**config.mk**
```make
export PLATFORM = sky130hd
export DESIGN_NAME = dmem_sched_flat
export DESIGN_NICKNAME = d
export VERILOG_FILES = /design/src/rtl/dmem_sched_pkg.sv /design/src/rtl/dmem_sched_if.sv /design/src/rtl/dmem_sched_slot.sv /design/src/rtl/dmem_sched.sv /design/src/flat_wrapper.sv
export SDC_FILE = /design/constraint.sdc
export NUM_CORES = 1
export LEC_CHECK = 0
export ABC_AREA = 1
export CAP_MARGIN = 20
export CELL_PAD_IN_SITES_DETAIL_PLACEMENT = 1
export CELL_PAD_IN_SITES_GLOBAL_PLACEMENT = 2
export CORE_MARGIN = 2
export CORE_UTILIZATION = 25
export DETAILED_ROUTE_END_ITERATION = 10
export GPL_ROUTABILITY_DRIVEN = 0
export PLACE_DENSITY = 0.85
export SETUP_SLACK_MARGIN = 0.05
export SYNTH_ARGS = -nofsm -noshare
export SYNTH_HDL_FRONTEND = slang
export SYNTH_HIERARCHICAL = 1
export SYNTH_SLANG_ARGS = --single-unit
export TNS_END_PERCENT = 10
```
**constraint.sdc**
```tcl
create_clock -name clk -period 2.38 [get_ports clk]
set_clock_uncertainty 0.05 [all_clocks]
set_input_delay 0.238 -clock clk [delete_from_list [all_inputs] [get_ports clk]]
set_output_delay 0.238 -clock clk [all_outputs]
set_load 0.005 [all_outputs]
```
**src/rtl/dmem_sched_pkg.sv**
```systemverilog
// Shared types for the data-memory scheduler: lane op codes, FSM states and
// the per-slot control fields.
package dmem_sched_pkg;

    localparam int RD_W = 5;

    typedef enum logic [1:0] {
        OP_NONE = 2'b00,
        OP_LW   = 2'b01,
        OP_SW   = 2'b10,
        OP_RSV  = 2'b11
    } op_e;

    typedef enum logic [2:0] {
        S_IDLE,
        S_ISSUE0,
        S_ISSUE1,
        S_WAIT0,
        S_WAIT1
    } state_e;

    typedef struct packed {
        op_e             op;
        logic [RD_W-1:0] rd;
    } slot_t;

    // Reserved encoding behaves exactly like an empty lane.
    function automatic logic op_active(input op_e op);
        return (op == OP_LW) || (op == OP_SW);
    endfunction

endpackage

```
**src/rtl/dmem_sched_if.sv**
```systemverilog
// Issue-bundle, memory-port and writeback signals of the scheduler.
// The slave modport is the scheduler's view; master is the core + RAM side.
interface dmem_sched_if #(
    parameter int AW = 12,
    parameter int DW = 32
);
    logic          bundle_valid;
    logic          bundle_ready;
    logic [1:0]    l0_op;
    logic [1:0]    l1_op;
    logic [31:0]   l0_addr;
    logic [31:0]   l1_addr;
    logic [DW-1:0] l0_wdata;
    logic [DW-1:0] l1_wdata;
    logic [4:0]    l0_rd;
    logic [4:0]    l1_rd;
    logic          flush;

    logic          mem_en;
    logic          mem_we;
    logic [AW-1:0] mem_addr;
    logic [DW-1:0] mem_wdata;
    logic [DW-1:0] mem_rdata;

    logic          wb_valid;
    logic [4:0]    wb_rd;
    logic [DW-1:0] wb_data;
    logic          busy;

    modport slave (
        input  bundle_valid, l0_op, l1_op, l0_addr, l1_addr,
               l0_wdata, l1_wdata, l0_rd, l1_rd, flush, mem_rdata,
        output bundle_ready, mem_en, mem_we, mem_addr, mem_wdata,
               wb_valid, wb_rd, wb_data, busy
    );

    modport master (
        output bundle_valid, l0_op, l1_op, l0_addr, l1_addr,
               l0_wdata, l1_wdata, l0_rd, l1_rd, flush, mem_rdata,
        input  bundle_ready, mem_en, mem_we, mem_addr, mem_wdata,
               wb_valid, wb_rd, wb_data, busy
    );

endinterface

```
**src/rtl/dmem_sched_slot.sv**
```systemverilog
// One lane slot: holds op, truncated word address, store data and load rd.
// Clear wins over load so a flush coinciding with accept drops the lane.
module dmem_slot
    import dmem_sched_pkg::*;
#(
    parameter int AW = 12,
    parameter int DW = 32
) (
    input  logic          clk,
    input  logic          rst,
    input  logic          i_load,
    input  logic          i_clear,
    input  slot_t         i_slot,
    input  logic [AW-1:0] i_addr,
    input  logic [DW-1:0] i_wdata,
    output slot_t         o_slot,
    output logic [AW-1:0] o_addr,
    output logic [DW-1:0] o_wdata
);
    slot_t         r_slot;
    logic [AW-1:0] r_addr;
    logic [DW-1:0] r_wdata;

    // NOTE: non-blocking assignments so every flop samples pre-edge values.
    always_ff @(posedge clk or negedge rst) begin
        if (!rst) begin
            r_slot  <= '0;
            r_addr  <= '0;
            r_wdata <= '0;
        end else if (i_clear) begin
            r_slot  <= '0;
            r_addr  <= '0;
            r_wdata <= '0;
        end else if (i_load) begin
            r_slot  <= i_slot;
            r_addr  <= i_addr;
            r_wdata <= i_wdata;
        end
    end

    assign o_slot  = r_slot;
    assign o_addr  = r_addr;
    assign o_wdata = r_wdata;

endmodule

```
**src/rtl/dmem_sched.sv**
```systemverilog
// Serializes a two-lane lw/sw bundle onto the single-port dmem, lane0 first,
// returning load data on one writeback port and stalling decode while busy.
module dmem_sched
    import dmem_sched_pkg::*;
#(
    parameter int AW      = 12,
    parameter int DW      = 32,
    parameter int MEM_LAT = 1
) (
    input logic         clk,
    input logic         rst,
    dmem_sched_if.slave bus
);
    localparam int CW = $clog2(MEM_LAT + 1);

    state_e          r_state;
    logic [CW-1:0]   r_cnt;
    logic            r_wb_valid;
    logic [RD_W-1:0] r_wb_rd;
    logic [DW-1:0]   r_wb_data;

    slot_t           w_l0, w_l1, w_s0, w_s1, w_cur;
    logic [AW-1:0]   w_s0_addr, w_s1_addr;
    logic [DW-1:0]   w_s0_wdata, w_s1_wdata;
    logic            w_idle, w_accept, w_on_s1, w_issue, w_s1_live, w_s1_clear;

    assign w_idle     = (r_state == S_IDLE);
    assign w_accept   = w_idle && bus.bundle_valid;
    assign w_on_s1    = (r_state == S_ISSUE1) || (r_state == S_WAIT1);
    assign w_issue    = (r_state == S_ISSUE0) || (r_state == S_ISSUE1);
    assign w_l0       = '{op: op_e'(bus.l0_op), rd: bus.l0_rd};
    assign w_l1       = '{op: op_e'(bus.l1_op), rd: bus.l1_rd};
    assign w_cur      = w_on_s1 ? w_s1 : w_s0;
    // Flush only reaches slot1 while it has not been strobed yet.
    assign w_s1_live  = op_active(w_s1.op) && !bus.flush;
    assign w_s1_clear = bus.flush && !w_on_s1;

    dmem_slot #(.AW(AW), .DW(DW)) u_slot0 (
        .clk     (clk),
        .rst     (rst),
        .i_load  (w_accept),
        .i_clear (1'b0),
        .i_slot  (w_l0),
        .i_addr  (bus.l0_addr[AW-1:0]),
        .i_wdata (bus.l0_wdata),
        .o_slot  (w_s0),
        .o_addr  (w_s0_addr),
        .o_wdata (w_s0_wdata)
    );

    dmem_slot #(.AW(AW), .DW(DW)) u_slot1 (
        .clk     (clk),
        .rst     (rst),
        .i_load  (w_accept),
        .i_clear (w_s1_clear),
        .i_slot  (w_l1),
        .i_addr  (bus.l1_addr[AW-1:0]),
        .i_wdata (bus.l1_wdata),
        .o_slot  (w_s1),
        .o_addr  (w_s1_addr),
        .o_wdata (w_s1_wdata)
    );

    always_ff @(posedge clk or negedge rst) begin
        if (!rst) begin
            r_state    <= S_IDLE;
            r_cnt      <= '0;
            r_wb_valid <= 1'b0;
            r_wb_rd    <= '0;
            r_wb_data  <= '0;
        end else begin
            r_wb_valid <= 1'b0;
            case (r_state)
                S_IDLE: begin
                    if (w_accept) begin
                        if (op_active(w_l0.op))                   r_state <= S_ISSUE0;
                        else if (op_active(w_l1.op) && !bus.flush) r_state <= S_ISSUE1;
                    end
                end
                S_ISSUE0, S_ISSUE1: begin
                    if (w_cur.op == OP_LW) begin
                        r_state <= (r_state == S_ISSUE0) ? S_WAIT0 : S_WAIT1;
                        r_cnt   <= CW'(MEM_LAT);
                    end else if (r_state == S_ISSUE0 && w_s1_live) begin
                        r_state <= S_ISSUE1;
                    end else begin
                        r_state <= S_IDLE;
                    end
                end
                S_WAIT0, S_WAIT1: begin
                    // Count runs L..1 while data is in flight; the cycle at 0 is the wb pulse.
                    if (r_cnt != '0) begin
                        r_cnt <= r_cnt - CW'(1);
                        if (r_cnt == CW'(1)) begin
                            r_wb_data  <= bus.mem_rdata;
                            r_wb_rd    <= w_cur.rd;
                            r_wb_valid <= (w_cur.rd != '0);
                        end
                    end else if (r_state == S_WAIT0 && w_s1_live) begin
                        r_state <= S_ISSUE1;
                    end else begin
                        r_state <= S_IDLE;
                    end
                end
                default: r_state <= S_IDLE;
            endcase
        end
    end

    assign bus.bundle_ready = w_idle;
    assign bus.busy         = !w_idle;
    assign bus.mem_en       = w_issue;
    assign bus.mem_we       = w_issue && (w_cur.op == OP_SW);
    assign bus.mem_addr     = w_on_s1 ? w_s1_addr : w_s0_addr;
    assign bus.mem_wdata    = w_on_s1 ? w_s1_wdata : w_s0_wdata;
    assign bus.wb_valid     = r_wb_valid;
    assign bus.wb_rd        = r_wb_rd;
    assign bus.wb_data      = r_wb_data;

endmodule

```
**src/flat_wrapper.sv**
```systemverilog
// flat-port wrapper written by rule: the top's interface ports become plain ports
module dmem_sched_flat import dmem_sched_pkg::*;
#(
    parameter int AW      = 12,
    parameter int DW      = 32,
    parameter int MEM_LAT = 1
)
  (clk, rst, bus_bundle_valid, bus_l0_op, bus_l1_op, bus_l0_addr, bus_l1_addr, bus_l0_wdata, bus_l1_wdata, bus_l0_rd, bus_l1_rd, bus_flush, bus_mem_rdata, bus_bundle_ready, bus_mem_en, bus_mem_we, bus_mem_addr, bus_mem_wdata, bus_wb_valid, bus_wb_rd, bus_wb_data, bus_busy);
  dmem_sched_if #(.AW(AW), .DW(DW)) bus_i ();
  input logic clk;
  input logic rst;
  input wire logic [$bits(bus_i.bundle_valid)-1:0] bus_bundle_valid;
  input wire logic [$bits(bus_i.l0_op)-1:0] bus_l0_op;
  input wire logic [$bits(bus_i.l1_op)-1:0] bus_l1_op;
  input wire logic [$bits(bus_i.l0_addr)-1:0] bus_l0_addr;
  input wire logic [$bits(bus_i.l1_addr)-1:0] bus_l1_addr;
  input wire logic [$bits(bus_i.l0_wdata)-1:0] bus_l0_wdata;
  input wire logic [$bits(bus_i.l1_wdata)-1:0] bus_l1_wdata;
  input wire logic [$bits(bus_i.l0_rd)-1:0] bus_l0_rd;
  input wire logic [$bits(bus_i.l1_rd)-1:0] bus_l1_rd;
  input wire logic [$bits(bus_i.flush)-1:0] bus_flush;
  input wire logic [$bits(bus_i.mem_rdata)-1:0] bus_mem_rdata;
  output wire logic [$bits(bus_i.bundle_ready)-1:0] bus_bundle_ready;
  output wire logic [$bits(bus_i.mem_en)-1:0] bus_mem_en;
  output wire logic [$bits(bus_i.mem_we)-1:0] bus_mem_we;
  output wire logic [$bits(bus_i.mem_addr)-1:0] bus_mem_addr;
  output wire logic [$bits(bus_i.mem_wdata)-1:0] bus_mem_wdata;
  output wire logic [$bits(bus_i.wb_valid)-1:0] bus_wb_valid;
  output wire logic [$bits(bus_i.wb_rd)-1:0] bus_wb_rd;
  output wire logic [$bits(bus_i.wb_data)-1:0] bus_wb_data;
  output wire logic [$bits(bus_i.busy)-1:0] bus_busy;
  assign bus_i.bundle_valid = bus_bundle_valid;
  assign bus_i.l0_op = bus_l0_op;
  assign bus_i.l1_op = bus_l1_op;
  assign bus_i.l0_addr = bus_l0_addr;
  assign bus_i.l1_addr = bus_l1_addr;
  assign bus_i.l0_wdata = bus_l0_wdata;
  assign bus_i.l1_wdata = bus_l1_wdata;
  assign bus_i.l0_rd = bus_l0_rd;
  assign bus_i.l1_rd = bus_l1_rd;
  assign bus_i.flush = bus_flush;
  assign bus_i.mem_rdata = bus_mem_rdata;
  assign bus_bundle_ready = bus_i.bundle_ready;
  assign bus_mem_en = bus_i.mem_en;
  assign bus_mem_we = bus_i.mem_we;
  assign bus_mem_addr = bus_i.mem_addr;
  assign bus_mem_wdata = bus_i.mem_wdata;
  assign bus_wb_valid = bus_i.wb_valid;
  assign bus_wb_rd = bus_i.wb_rd;
  assign bus_wb_data = bus_i.wb_data;
  assign bus_busy = bus_i.busy;
  dmem_sched #(.AW(AW), .DW(DW), .MEM_LAT(MEM_LAT)) u_core (.clk(clk), .rst(rst), .bus(bus_i));
endmodule
```
==> impl_metrics.yaml, run 1 <==
floorplanning:
  dieArea_um2: 29300
  die_y_um: 171
  core-area_um2: 27600
  start_util: 0.253
  io_pins: 264
  fp.dieW_um: 171
  rows: 61
worst_setup_path:
  end_kind: "output pin"
  worstPathRequired_ns: 2.09
  max_stage_delay_ns: 0.50
  critPathKind: "reg -> out"
  slowest_stage: "clkdlybuf4s50_1"
  arrival_ns: 2.11
  path_common_cell: "nand2_1"
  critPathLaunchType: "register"
  cp_max_fo: 9
  crit_chain: "nor2_2 -> nand2_2 -> nand2_8 -> buf_4 -> nand2_1 -> nand2_1 -> clkdlybuf4s50_1"
global_route:
  grt_pass1_vias: 6520
  grt.total_usage: 0.160
  overflow: 0
  grt_max_degree: 52
  grt_pass1_wl_um: 35900
  antenna_found_initial: 2
timing:
  final.period_utilization: 1.01
  setup_viol: 3
  relSlewSlack: 0.391
  slew_violations: 0
  hold_viol_final: 0
  finalWorstSetupSlack_ns: -0.0210
  rsz0062_at_grt: "yes"
  max_clock_freq_mhz: 417
  worst_pin_slew_ns: 0.914
  tns_ns: -0.0299
  fin_crit_ns: 2.40
clock_network:
  cts_tree: "yes"
  cts_root_buf: "clkbuf_16"
  path_clk_slew_ns: 0.06
  clk-insertion-delay-late_ns: 0.41
  clockBufferDepth: 2
  clkSinkCount: 144
  cts_made_buffers: 17
  h-tree-depth: 4
yosys:
  synth_area_leader_cell: "dfrtp_1"
  synth_common_cells: "469 x nand2_1, 144 x dfrtp_1, 62 x nand3_2"
  yosys_warnings: 6
  synth_enable_flop_cells: 0
  ys_ff_latch: 144
  muxShareOfSynthArea: 0
  synth_area_um2: 6990
  yosys.cell_types.count: 24
  synth-main-ff-cell: "dfrtp_1"
  synth_top_area_frac: 0.516
  synth_fa_ha_area_frac: 0
  synth_compound_area_frac: 0.0120
  synth_xor_area_frac: 0.00125
  synth_area_leaders: "dfrtp_1 52%, nand2_1 25%, nand3_2 8.9%"
  syn_area_per_cell_um2: 8.46
  ys_seq_area_frac: 0.516
  synth-simple-area-share: 0.391
  synth_top_family_by_area: "simple AND/OR/NAND/NOR gates"
  yosysMostFrequentCell: "nand2_1"
  synth-async-reset-ratio: 1.00
  syn_inst: 826
pwr:
  power.leakage_uw: 0.00529
  p_per_area_nw_per_um2: 1070
  ir_drop_mv: 0.358
status:
  status: "finished, violations left"
  violations: "negative setup slack"
final_layout:
  drive_above_1_share: 0.146
  fill_cells: 3245
  stdcell_area_um2: 10300
  synthToLayoutAreaGrowth_pct: 48.0
  nets: 1233
  n_antenna_cell: 0
routing:
  wl_per_cell_um: 16.1
  viasPerCell: 4.26
  ant_nets: 0
  drc: 0
  drt-pass1-iter-count: 4
  vias: 6162
  totalWireLength_um: 23300
  drtIter0Drc: 248
place:
  io_buffers: 223
  dpl_cell_area_um2: 9470
  place_hpwl_um: 14900
flow_run:
  max-cap-violations: 0
min_path:
  hold_class: "in -> async"
-- layout by cell type (no fill, tap or decap), drive strengths merged --
| cell | count |
|---|---|
| a21oi | 4 |
| buf | 33 |
| bufinv | 1 |
| clkbuf | 21 |
| clkdlybuf4s50 | 194 |
| clkinv | 6 |
| clkinvlp | 3 |
| conb | 2 |
| dfrtp | 144 |
| dlygate4sd2 | 16 |
| dlygate4sd3 | 1 |
| dlymetal6s2s | 12 |
| inv | 22 |
| nand2 | 472 |
| nand3 | 109 |
| nor2 | 13 |
| nor3 | 1 |
| o21ai | 12 |
| or2 | 1 |
| xor2 | 1 |
-- area by class of cell --
type / instances / area (µm²) / share of cell area
Sequential cell: 144 / 3610 / 0.349
Multi-Input combinational cell: 615 / 2910 / 0.281
Timing Repair Buffer: 257 / 2730 / 0.264
Tap cell: 378 / 473 / 0.0457
Clock buffer: 20 / 437 / 0.0422
Clock inverter: 12 / 111 / 0.0108
Inverter: 20 / 80.1 / 0.00774
-- critical path, delay by kind of cell, from the launching register on --
kind,cells,cell delay (ns)
buffers and inverters,2,0.70
DFF,1,0.44
and+or+nand+nor,5,0.56
-- flip-flops by register name, summed over array words and instances (netlist names) --
register	flops
u_core/bus.wb_data	32
u_core/u_slot1/o_slot	7
u_core/u_slot0/o_addr	12
u_core/bus.wb_valid	1
u_core/u_slot1/o_addr	12
u_core/u_slot1/o_wdata	32
u_core/r_cnt	1
u_core/r_state	3
u_core/u_slot0/o_slot	7
u_core/u_slot0/o_wdata	32
u_core/bus.wb_rd	5
-- power breakdown --
| part | internal (µW) | switching (µW) |
|---|---|---|
| logic | 2340 | 2490 |
| registers | 3230 | 437 |
| clock network | 1450 | 1120 |
-- kinds of logic (layout without fill, tap and decap cells) --
family          after synthesis  after routing
flops                       144            144
buf+inv                      68            309
compound gates               16             16
xor+xnor                      1              1
simple gates                596            596
other cells                   1              2
-- per-stage QoR --
step | hold WS, ns | power [µW] | setup WS [ns] | utilization | instances
6_report | 0.303 | 11100 | -0.0210 | 0.374 | 1446
5_1_grt | 0.314 | 11900 | -0.125 | 0.374 | 1446
4_1_cts | 0.288 | 11200 | -0.0911 | 0.370 | 1440
3_5_place_dp | 0.153 | 8130 | 0.108 | 0.343 | 1395
3_3_place_gp | 0.153 | 8030 | 0.164 | 0.343 | 1395
2_1_floorplan | -0.108 | 5980 | 0.497 | - | 827
-- per-layer routing --
metal	up-vias	track usage	routed length [µm]
met5	-	0	20
met4	4	0.0343	196
met3	15	0.0412	1520
met2	172	0.270	11100
met1	2950	0.206	10600
li1	3021	-	-
-- worst paths after layout --
path	cells past startpoint	end	slack (ns)	start
worst max-delay path	7	bus_mem_wdata[27]	-0.02	u_core/r_state[0]
worst max register to register	9	u_core/u_slot1/o_wdata[16]	0.20	u_core/r_state[1]
max in group asynchronous	3	u_core/u_slot0/o_wdata[14]	1.24	rst
worst min register to register	2	u_core/u_slot1/o_wdata[18]	0.42	u_core/u_slot1/o_wdata[18]
min in group clk	3	u_core/bus.wb_data[6]	0.31	bus_mem_rdata[6]
worst min-delay path	2	u_core/u_slot0/o_wdata[6]	0.30	rst
-- repair_timing --
action | 4_1_cts | 5_1_grt
endpoints found under the setup margin | 45 | 55
gates resized for setup | 28 | 25
setup buffers | 9 | 5
hold buffers | 1 | 0
cloned | 3 | 1
endpoints found under the hold margin | 42 | 0
pin swaps | 2 | 4
No activity file was read; power rests on OpenSTA's default activity.
==> run 2: changes to the inputs <==
- ABC_AREA: 1 -> default
- CORE_UTILIZATION: 25 -> 28
- RECOVER_POWER: default -> 25
==> run 2 against run 1 <==
Worst hold slack better by 0.073 ns. The flow still finishes with violations (negative setup slack). Largest power group unchanged. Sequential share of layout area up 1.2 points. Global-route usage decreased by 0.82 points. Wire length fell by 18%.
==> impl_metrics.yaml, run 2 <==
clock_network:
  cts_root_buf: "clkbuf_16"
  clkSinkCount: 144
  path_clk_slew_ns: 0.07
  h-tree-depth: 4
  clk-insertion-delay-late_ns: 0.41
  cts_tree: "yes"
  cts_made_buffers: 17
  clockBufferDepth: 2
worst_setup_path:
  end_kind: "output pin"
  arrival_ns: 2.10
  max_stage_delay_ns: 0.45
  slowest_stage: "dfrtp_2"
  critPathLaunchType: "register"
  worstPathRequired_ns: 2.09
  reg2reg_to: "u_core/u_slot1/o_addr[7]"
  cp_max_fo: 7
  reg2reg_slack_ns: 0.30
  crit_chain: "xor2_4 -> nand2_8 -> buf_4 -> mux2_2 -> clkdlybuf4s50_1"
  reg2reg_from: "u_core/r_state[2]"
  r2r_cells: 7
  critPathKind: "reg -> out"
routing:
  wl_per_cell_um: 17.2
  drc: 0
  viasPerCell: 4.48
  vias: 4968
  drtIter0Drc: 135
  drt-pass1-iter-count: 7
  totalWireLength_um: 19000
  ant_nets: 0
floorplanning:
  start_util: 0.283
  dieArea_um2: 25600
  core-area_um2: 24100
  fp.dieW_um: 160
  io_pins: 264
  die_y_um: 160
  rows: 57
pwr:
  power.total_uw: 10600
  ir_drop_mv: 0.506
  p_seq_frac: 0.350
  comb_power_share: 0.402
  clockPowerShare: 0.248
  switchingPower_uw: 3310
  p_per_area_nw_per_um2: 1060
  power.leakage_uw: 0.00463
  netSwitchingFraction: 0.313
  p_int_uw: 7250
yosys:
  synth_xor_area_frac: 0.0104
  ys_ff_latch: 144
  synth_top_family_by_area: "multiplexers"
  syn_inst: 533
  synth_area_leader_cell: "dfrtp_1"
  synth-main-ff-cell: "dfrtp_1"
  yosysMostFrequentCell: "dfrtp_1"
  yosys_warnings: 6
  synth-async-reset-ratio: 1.00
  muxShareOfSynthArea: 0.296
  synth_enable_flop_cells: 0
  yosys.cell_types.count: 45
  syn_area_per_cell_um2: 12.8
  synth_top_area_frac: 0.528
  ys_seq_area_frac: 0.528
  synth_area_um2: 6830
  synth_area_leaders: "dfrtp_1 53%, mux2i_1 15%, mux2_4 8.6%"
  synth_compound_area_frac: 0.0236
  synth-simple-area-share: 0.0889
  synth_fa_ha_area_frac: 0
  synth_nets: 711
  synth_common_cells: "144 x dfrtp_1, 105 x nor2_1, 102 x mux2i_1"
global_route:
  grt_use_met3: 0.0642
  grt_use_met2: 0.253
  grt_pass1_vias: 5443
  overflow: 0
  grt_max_degree: 55
  antenna_found_initial: 3
  grt_use_met1: 0.183
  grt-busiest-layer: "met2"
  grt.total_usage: 0.152
  grt_pass1_wl_um: 30300
min_path:
  min_from: "bus_l1_addr[3]"
  hold_class: "in -> reg"
  worstHoldEndpoint: "u_core/u_slot1/o_addr[3]"
  worstHoldPathCells: 3
timing:
  max_clock_freq_mhz: 419
  setup_viol: 2
  final.period_utilization: 1.00
  hold_viol_final: 0
  worst_pin_slew_ns: 1.07
  fin_crit_ns: 2.39
  slew_violations: 0
  rsz0062_at_grt: "yes"
  finalWorstSetupSlack_ns: -0.00914
  holdWs_ns: 0.376
  relSlewSlack: 0.289
place:
  place_hpwl_um: 13300
  io_buffers: 223
  dp_cells: 1064
  dpl_cell_area_um2: 9440
final_layout:
  synthToLayoutAreaGrowth_pct: 46.5
  regArea_um2: 3600
  n_antenna_cell: 0
  nets: 949
  stdcell_area_um2: 10000
  drive_above_1_share: 0.230
  fill_cells: 2626
  multi_input_area_um2: 2890
  final_cell_mix: "179 x clkdlybuf4s50_1, 143 x dfrtp_1, 105 x nor2_1, 102 x mux2i_1, 39 x mux2_4"
  final_common_cell: "clkdlybuf4s50_1"
  fin_cells: 1108
status:
  violations: "negative setup slack"
  status: "finished, violations left"
flow_run:
  max-cap-violations: 0
## run 2: changes by cell type in the layout (fill, tap and decap cells not counted), moves of 25 or more
cell,change
nor2_1,+96
nand2_1,-452
nand3_1,-42
mux2_2,+36
mux2_4,+39
nand3_2,-61
clkbuf_2,+25
mux2i_1,+102
## run 2: metrics by stage
stage | setup TNS (ns) | setup WS, ns | util
detailed placement | 0 | 0.205 | 0.392
global placement | 0 | 0.205 | 0.392
floorplan | 0 | 0.394 | -
finish | -0.0107 | -0.00914 | 0.415
CTS | -0.649 | -0.132 | 0.419
global route | -0.833 | -0.0980 | 0.415
## run 2: layer usage
metal	routed length [µm]	vias to the layer above
met5	10	-
met4	144	2
met3	1690	11
met2	9130	169
met1	8070	2478
li1	-	2308
## run 2: cell families after synthesis
family / after synthesis
buffers and inverters: 43
flip-flops: 144
AND/OR/NAND/NOR: 136
XOR/XNOR: 6
AO/OA/AOI/OAI: 25
multiplexers: 178
other: 1
## run 2: critical path: cells and delay by family (launching register included)
| family | cells | cell delay [ns] |
|---|---|---|
| simple gates | 1 | 0.12 |
| buf+inv | 2 | 0.59 |
| flops | 1 | 0.45 |
| xor+xnor | 1 | 0.21 |
| mux | 1 | 0.33 |
## run 2: how the worst max path moves through the flow
stage | from | end | cells after the start
after floorplan | u_core/r_state[1] | u_core/u_slot1/o_addr[0] | 9
after global placement | u_core/r_state[1] | bus_mem_wdata[1] | 5
after detailed placement | u_core/r_state[1] | bus_mem_wdata[1] | 5
after CTS | u_core/r_state[2] | bus_mem_wdata[21] | 5
after global routing | u_core/r_state[2] | bus_mem_wdata[29] | 5
final | u_core/r_state[2] | bus_mem_addr[11] | 5
## run 2: repair_timing
action | CTS | global route
setup buffers | 6 | 4
pin swaps | 2 | 1
endpoints found under the setup margin | 46 | 26
hold buffers | 1 | 0
resized for setup | 91 | 32
hold endpoints to repair | 38 | 0
gates cloned | 1 | 0
## run 2: final cells by class
| class | count | share of cell area |
|---|---|---|
| Multi-Input combinational cell | 346 | 0.289 |
| Clock inverter | 15 | 0.0150 |
| Timing Repair Buffer | 257 | 0.250 |
| Tap cell | 324 | 0.0405 |
| Sequential cell | 144 | 0.361 |
| Inverter | 5 | 0.00188 |
| Clock buffer | 17 | 0.0425 |
## run 2: power by group through the flow
stage	Clock [µW]	Sequential [µW]	Combinational, µW
final	2620	3690	4240
after global routing	2840	3810	4600
after CTS	2740	3700	4340
after detailed placement	0	3740	4280
after global placement	0	3690	4220
after floorplan	0	3640	2370
